--- src/rtl/ldl_crc32_fcs_append.sv ---
// Transmit-side FCS inserter: registers each frame beat and appends the 4-byte CRC-32 FCS
// after the last data byte, either in the eof beat or in one extra tail beat.
//
// state | meaning
// PASS  | forwarding input beats; an eof beat with >= 4 spare bytes closes the frame here
// TAIL  | FCS bytes that did not fit in the eof beat are waiting in the tail register
module ldl_crc32_fcs_append #(
  parameter int NUM = 4,
  parameter int BW  = $clog2(NUM)
) (
  input  logic             clk,
  input  logic             rst_n,
  input  logic [8*NUM-1:0] s_data,
  input  logic [BW-1:0]    s_bnum,
  input  logic             s_eof,
  input  logic             s_valid,
  output logic             s_ready,
  output logic [8*NUM-1:0] m_data,
  output logic [BW-1:0]    m_bnum,
  output logic             m_eof,
  output logic             m_valid,
  input  logic             m_ready
);

  typedef enum logic {
    ST_PASS = 1'b0,
    ST_TAIL = 1'b1
  } state_t;

  state_t             r_state;
  logic [31:0]        r_crc;
  logic [8*NUM-1:0]   r_m_data;
  logic [BW-1:0]      r_m_bnum;
  logic               r_m_eof;
  logic               r_m_valid;
  logic [8*NUM-1:0]   r_tail_data;
  logic [BW-1:0]      r_tail_bnum;

  logic               w_load;
  logic               w_accept;
  int                 w_v;
  int                 w_room;
  logic [BW-1:0]      w_core_bnum;
  logic [31:0]        w_crc_out;
  logic [31:0]        w_fcs;
  logic [8*NUM-1:0]   w_beat;
  logic [8*NUM-1:0]   w_tail;
  logic [BW-1:0]      w_beat_bnum;
  logic [BW-1:0]      w_tail_bnum;

  // Reflected CRC-32 (poly EDB88320) over the first bn bytes of d, byte 0 first; bn=0 means all NUM.
  function automatic logic [31:0] f_crc32_dn(input logic [8*NUM-1:0] d,
                                             input logic [BW-1:0]    bn,
                                             input logic [31:0]      c);
    logic [31:0] x;
    x = c;
    for (int i = 0; i < NUM; i++) begin
      if (bn == '0 || i < int'(bn)) begin
        x = x ^ {24'h0, d[8*(NUM-1-i) +: 8]};
        for (int b = 0; b < 8; b++) begin
          x = x[0] ? ((x >> 1) ^ 32'hEDB8_8320) : (x >> 1);
        end
      end
    end
    return x;
  endfunction

  assign w_load   = !r_m_valid || m_ready;
  assign s_ready  = rst_n && (r_state == ST_PASS) && w_load;
  assign w_accept = s_valid && s_ready;

  assign m_data   = r_m_data;
  assign m_bnum   = r_m_bnum;
  assign m_eof    = r_m_eof;
  assign m_valid  = r_m_valid;

  always_comb begin
    w_v         = (s_bnum == '0) ? NUM : int'(s_bnum);
    w_room      = NUM - w_v;
    w_core_bnum = s_eof ? s_bnum : '0;
    w_crc_out   = f_crc32_dn(s_data, w_core_bnum, r_crc);
    w_fcs       = ~w_crc_out;
    w_beat      = '0;
    w_tail      = '0;
    // Output beat is data bytes, then as many FCS bytes as fit; leftovers go left-aligned to the tail.
    for (int i = 0; i < NUM; i++) begin
      if (!s_eof || i < w_v) begin
        w_beat[8*(NUM-1-i) +: 8] = s_data[8*(NUM-1-i) +: 8];
      end else if (i - w_v < 4) begin
        w_beat[8*(NUM-1-i) +: 8] = w_fcs[8*(3-(i-w_v)) +: 8];
      end
      if (w_room < 4 && i < 4 - w_room) begin
        w_tail[8*(NUM-1-i) +: 8] = w_fcs[8*(3-(w_room+i)) +: 8];
      end
    end
    w_beat_bnum = BW'((w_v + 4) % NUM);
    w_tail_bnum = BW'((4 - w_room) % NUM);
  end

  always_ff @(posedge clk) begin
    if (!rst_n) begin
      r_state     <= ST_PASS;
      r_crc       <= '1;
      r_m_data    <= '0;
      r_m_bnum    <= '0;
      r_m_eof     <= 1'b0;
      r_m_valid   <= 1'b0;
      r_tail_data <= '0;
      r_tail_bnum <= '0;
    end else begin
      case (r_state)
        ST_PASS: begin
          if (w_load) begin
            if (w_accept) begin
              r_m_valid <= 1'b1;
              r_m_data  <= w_beat;
              if (!s_eof) begin
                r_m_eof  <= 1'b0;
                r_m_bnum <= '0;
                r_crc    <= w_crc_out;
              end else begin
                r_crc <= '1;
                if (w_room >= 4) begin
                  r_m_eof  <= 1'b1;
                  r_m_bnum <= w_beat_bnum;
                end else begin
                  r_m_eof     <= 1'b0;
                  r_m_bnum    <= '0;
                  r_tail_data <= w_tail;
                  r_tail_bnum <= w_tail_bnum;
                  r_state     <= ST_TAIL;
                end
              end
            end else begin
              r_m_valid <= 1'b0;
            end
          end
        end
        ST_TAIL: begin
          if (w_load) begin
            r_m_valid <= 1'b1;
            r_m_data  <= r_tail_data;
            r_m_bnum  <= r_tail_bnum;
            r_m_eof   <= 1'b1;
            r_state   <= ST_PASS;
          end
        end
        default: r_state <= ST_PASS;
      endcase
    end
  end

endmodule
--- config.mk ---
export PLATFORM = sky130hd
export DESIGN_NAME = ldl_crc32_fcs_append
export DESIGN_NICKNAME = d
export VERILOG_FILES = /design/src/rtl/ldl_crc32_fcs_append.sv
export SDC_FILE = /design/constraint.sdc
export NUM_CORES = 1
export LEC_CHECK = 0
export BUFFER_PORTS_ARGS = -buffer_cell sky130_fd_sc_hd__buf_2
export CAP_MARGIN = 20
export CORE_MARGIN = 10
export CORE_UTILIZATION = 50
export DETAILED_ROUTE_END_ITERATION = 10
export PLACE_DENSITY_LB_ADDON = 0.3
export SLEW_MARGIN = 20
export SYNTH_ARGS = -nofsm -noshare
export SYNTH_HDL_FRONTEND = slang
export SYNTH_SLANG_ARGS = --single-unit
--- constraint.sdc ---
create_clock -name clk -period 6.3 [get_ports clk]
set_input_delay 0.945 -clock clk [delete_from_list [all_inputs] [get_ports clk]]
set_output_delay 0.945 -clock clk [all_outputs]
set_load 0.005 [all_outputs]
==> results.md <==
- Min cycle time layout: 5.997 ns
- Iteration-0 DRC Markers: 1250
- DRT Pass-1 Iters: 6
- Critical path endpoint category: flop
- CTS sink cnt: 103
- Fraction of registers with async set/reset: 0%
- Worst R2R Path Depth: 17
- Layout area overhead: 14.73%
- Hold Buf Count CTS: 0
- Largest cells by area after synthesis: dfxtp_1 19%, xnor2_1 13%, xnor3_1 11%
- Vias in the first global route: 9554
- Yosys reg bits: just over 100
- Post-CTS Setup Inserts: 0
- Largest area contributor in the netlist: dfxtp_1
- Synth Flop Type: dfxtp_1
- Status: finished, final reports clean
- Fin Hold WS: 0.4663 ns
- CTS buffer count: 9
- RSZ-0062 raised after global routing: no
- R2R Setup Slk: between 0.5 and 0.6 ns
- CTS Buffer Depth: 2
- Fmax: roughly 170 MHz
- Drt wl/cell: 24.62 µm
- Post-synth EDFFs: 0
- CP startpoint kind: primary input
- Die X-Extent: between 150 and 200 µm
- Routed wire length: 39800 µm
- Post-cts resize count: 0
- Final Wtd Congestion: 1.006
- Final Slew Violations: 0
- Starting Density: between 50% and 60%
- Reg-to-reg endpoint: m_data[3]
- Post-route DRC: 0
- Final Setup Violations: 0
- Synth cell types: 86
- Hold Vio Cnt, Final: 0
- Avg Cell Area, Syn: 8.843 µm²
- Clock skew: roughly 0.014 ns
- Post-route ant nets: 0
- Post-synth top area share: 19.24%
- Worst Setup Path Type: primary input to flop
- Grt ovf: 0
- Vias: 9865
- Seq/Total Area, Yosys: 19.24%
- Min-delay src: r_tail_data[0]
- Via density per instance: 6.101
- Largest net degree at the start of global routing: 65
- Port Buf Inserts: 75
- Hold Crit Class: flop to flop
- Critical path arrival: ~6.3 ns
- Syn Nets: 1258
- Ant diodes: 0
- CTS tree: done
- CTS clk-pin slew, worst paths: ~0.08 ns
- Nets: 1383
- Fin crit share: 95.19%
- CTS H-tree lvls: 3
- IO Count: 76
- Row count: 53
- Die height: 166.4 µm
- All-Layer GR Usage: 27.58%
- CP Data Required Time: 6.55 ns
- Die Area: 0.02769 mm²
- Crit Path Max Fanout: 6
- Worst-skew pair later-pin latency: 0.36 ns
- Core area: roughly 0.021 mm²
- Share of cells above drive strength 1: between 20% and 30%
- Yosys warns: 0
- Max Cap Viol: 0
- Commonest cells in the netlist: 158 x nand2_1, 158 x xnor2_1, 103 x dfxtp_1
- Antenna violations before repair: 1
- WHS Endpoint: r_tail_data[0]
- Clk root buf: clkbuf_16
- Post-Syn Area: approximately 0.011 mm²
- Fill cells: between 1500 and 2000
- First-pass GRT wire length: about 60000 µm
- Slew HR: 26.50%
- Hpwl dp: between 30000 and 40000 µm
- Min-Delay Path Depth: 1
- Synth Instances: 1212
- Slew @ Worst Pin: 1.098 ns
- RR Startpoint: r_crc[1]
-- per-layer routing --
metal  part of all wire [%]  track usage (%)
met5                      0                0
met4                    4.4            10.65
met3                    9.4            6.590
met2                     46            43.38
met1                     41            35.84
-- area by class of cell --
type	instances	area (µm²)	share of cell area, %
inverter	14	52.55	0.4274
multi-input combinational	1021	8295	67.46
clock buffer	9	225.2	1.832
clock inverter	7	81.33	0.6614
sequential	103	2062	16.77
tap	275	344.1	2.798
timing repair buffer	188	1236	10.05
-- cell usage in the layout, fill, tap and decap left out, types with 8 or more instances in the layout --
cell type	instances
a211oi_1	14
a21oi_1	55
a22o_1	14
and3_1	10
buf_2	75
buf_4	112
clkbuf_16	9
dfxtp_1	103
inv_1	12
mux2_2	12
mux2i_1	46
nand2_1	157
nand2b_1	9
nand3_1	33
nor2_1	99
nor3_1	20
o211a_1	12
o211ai_1	30
o21ai_0	71
o22ai_1	8
xnor2_1	158
xnor2_2	8
xnor3_1	52
xor2_1	41
xor3_1	14
-- kinds of logic after synthesis --
kind of cell / Yosys count / synth area share, %
XOR/XNOR: 294 / 36.38
flip-flops: 103 / 19.24
multiplexers: 62 / 6.397
AND/OR/NAND/NOR: 372 / 15.38
adder cells (fa/ha/maj): 7 / 0.8171
AO/OA/AOI/OAI: 286 / 18.27
buffers and inverters: 88 / 3.525
-- worst max-delay path by stage --
| stage | start | end | slack, ns | depth (start not counted) |
|---|---|---|---|---|
| after floorplan | s_data[30] | r_tail_data[21] | 0.39 | 16 |
| after global routing | s_data[24] | m_data[3] | 0.12 | 17 |
| after CTS | s_data[24] | m_data[3] | 0.37 | 17 |
| final | s_data[24] | m_data[3] | 0.30 | 17 |
| after detailed placement | s_data[24] | m_data[3] | -0.007 | 17 |
| after global placement | s_data[24] | m_data[3] | 0.08 | 17 |
-- per-stage QoR --
stage / utilization (%) / instances / instance area [µm²] / worst slack (ns) / setup TNS (ns)
3_5_place_dp: 56.86 / 1601 / 11990 / -0.007053 / -0.007053
3_3_place_gp: 56.86 / 1601 / 11990 / 0.07628 / 0
6_report: 58.31 / 1617 / 12300 / 0.3031 / 0
4_1_cts: 58.31 / 1617 / 12300 / 0.3740 / 0
2_1_floorplan: - / 1212 / 10720 / 0.3927 / 0
5_1_grt: 58.31 / 1617 / 12300 / 0.1202 / 0
-- registers in the layout, summed over array words and instances, names as in the netlist --
signal,flops
r_crc,32
r_state,1
r_tail_data,32
m_data,32
r_tail_bnum,2
m_eof,1
m_valid,1
m_bnum,2
-- worst max-delay path, stage by stage --
cell	delay, ns
buf_2	0.14
xnor2_4	0.26
xnor3_4	0.64
xor3_1	0.38
mux2i_1	0.36
xnor2_1	0.17
buf_4	0.19
xor3_1	0.44
xnor2_2	0.46
nand4_1	0.21
inv_1	0.14
nor2_2	0.07
xnor3_1	0.39
xnor2_1	0.15
a21oi_1	0.77
a211oi_1	0.20
a211o_1	0.32
Power is left out: the tool's default activity adds up to more than one toggle a clock period on the data nets, which glitch-free logic cannot reach.
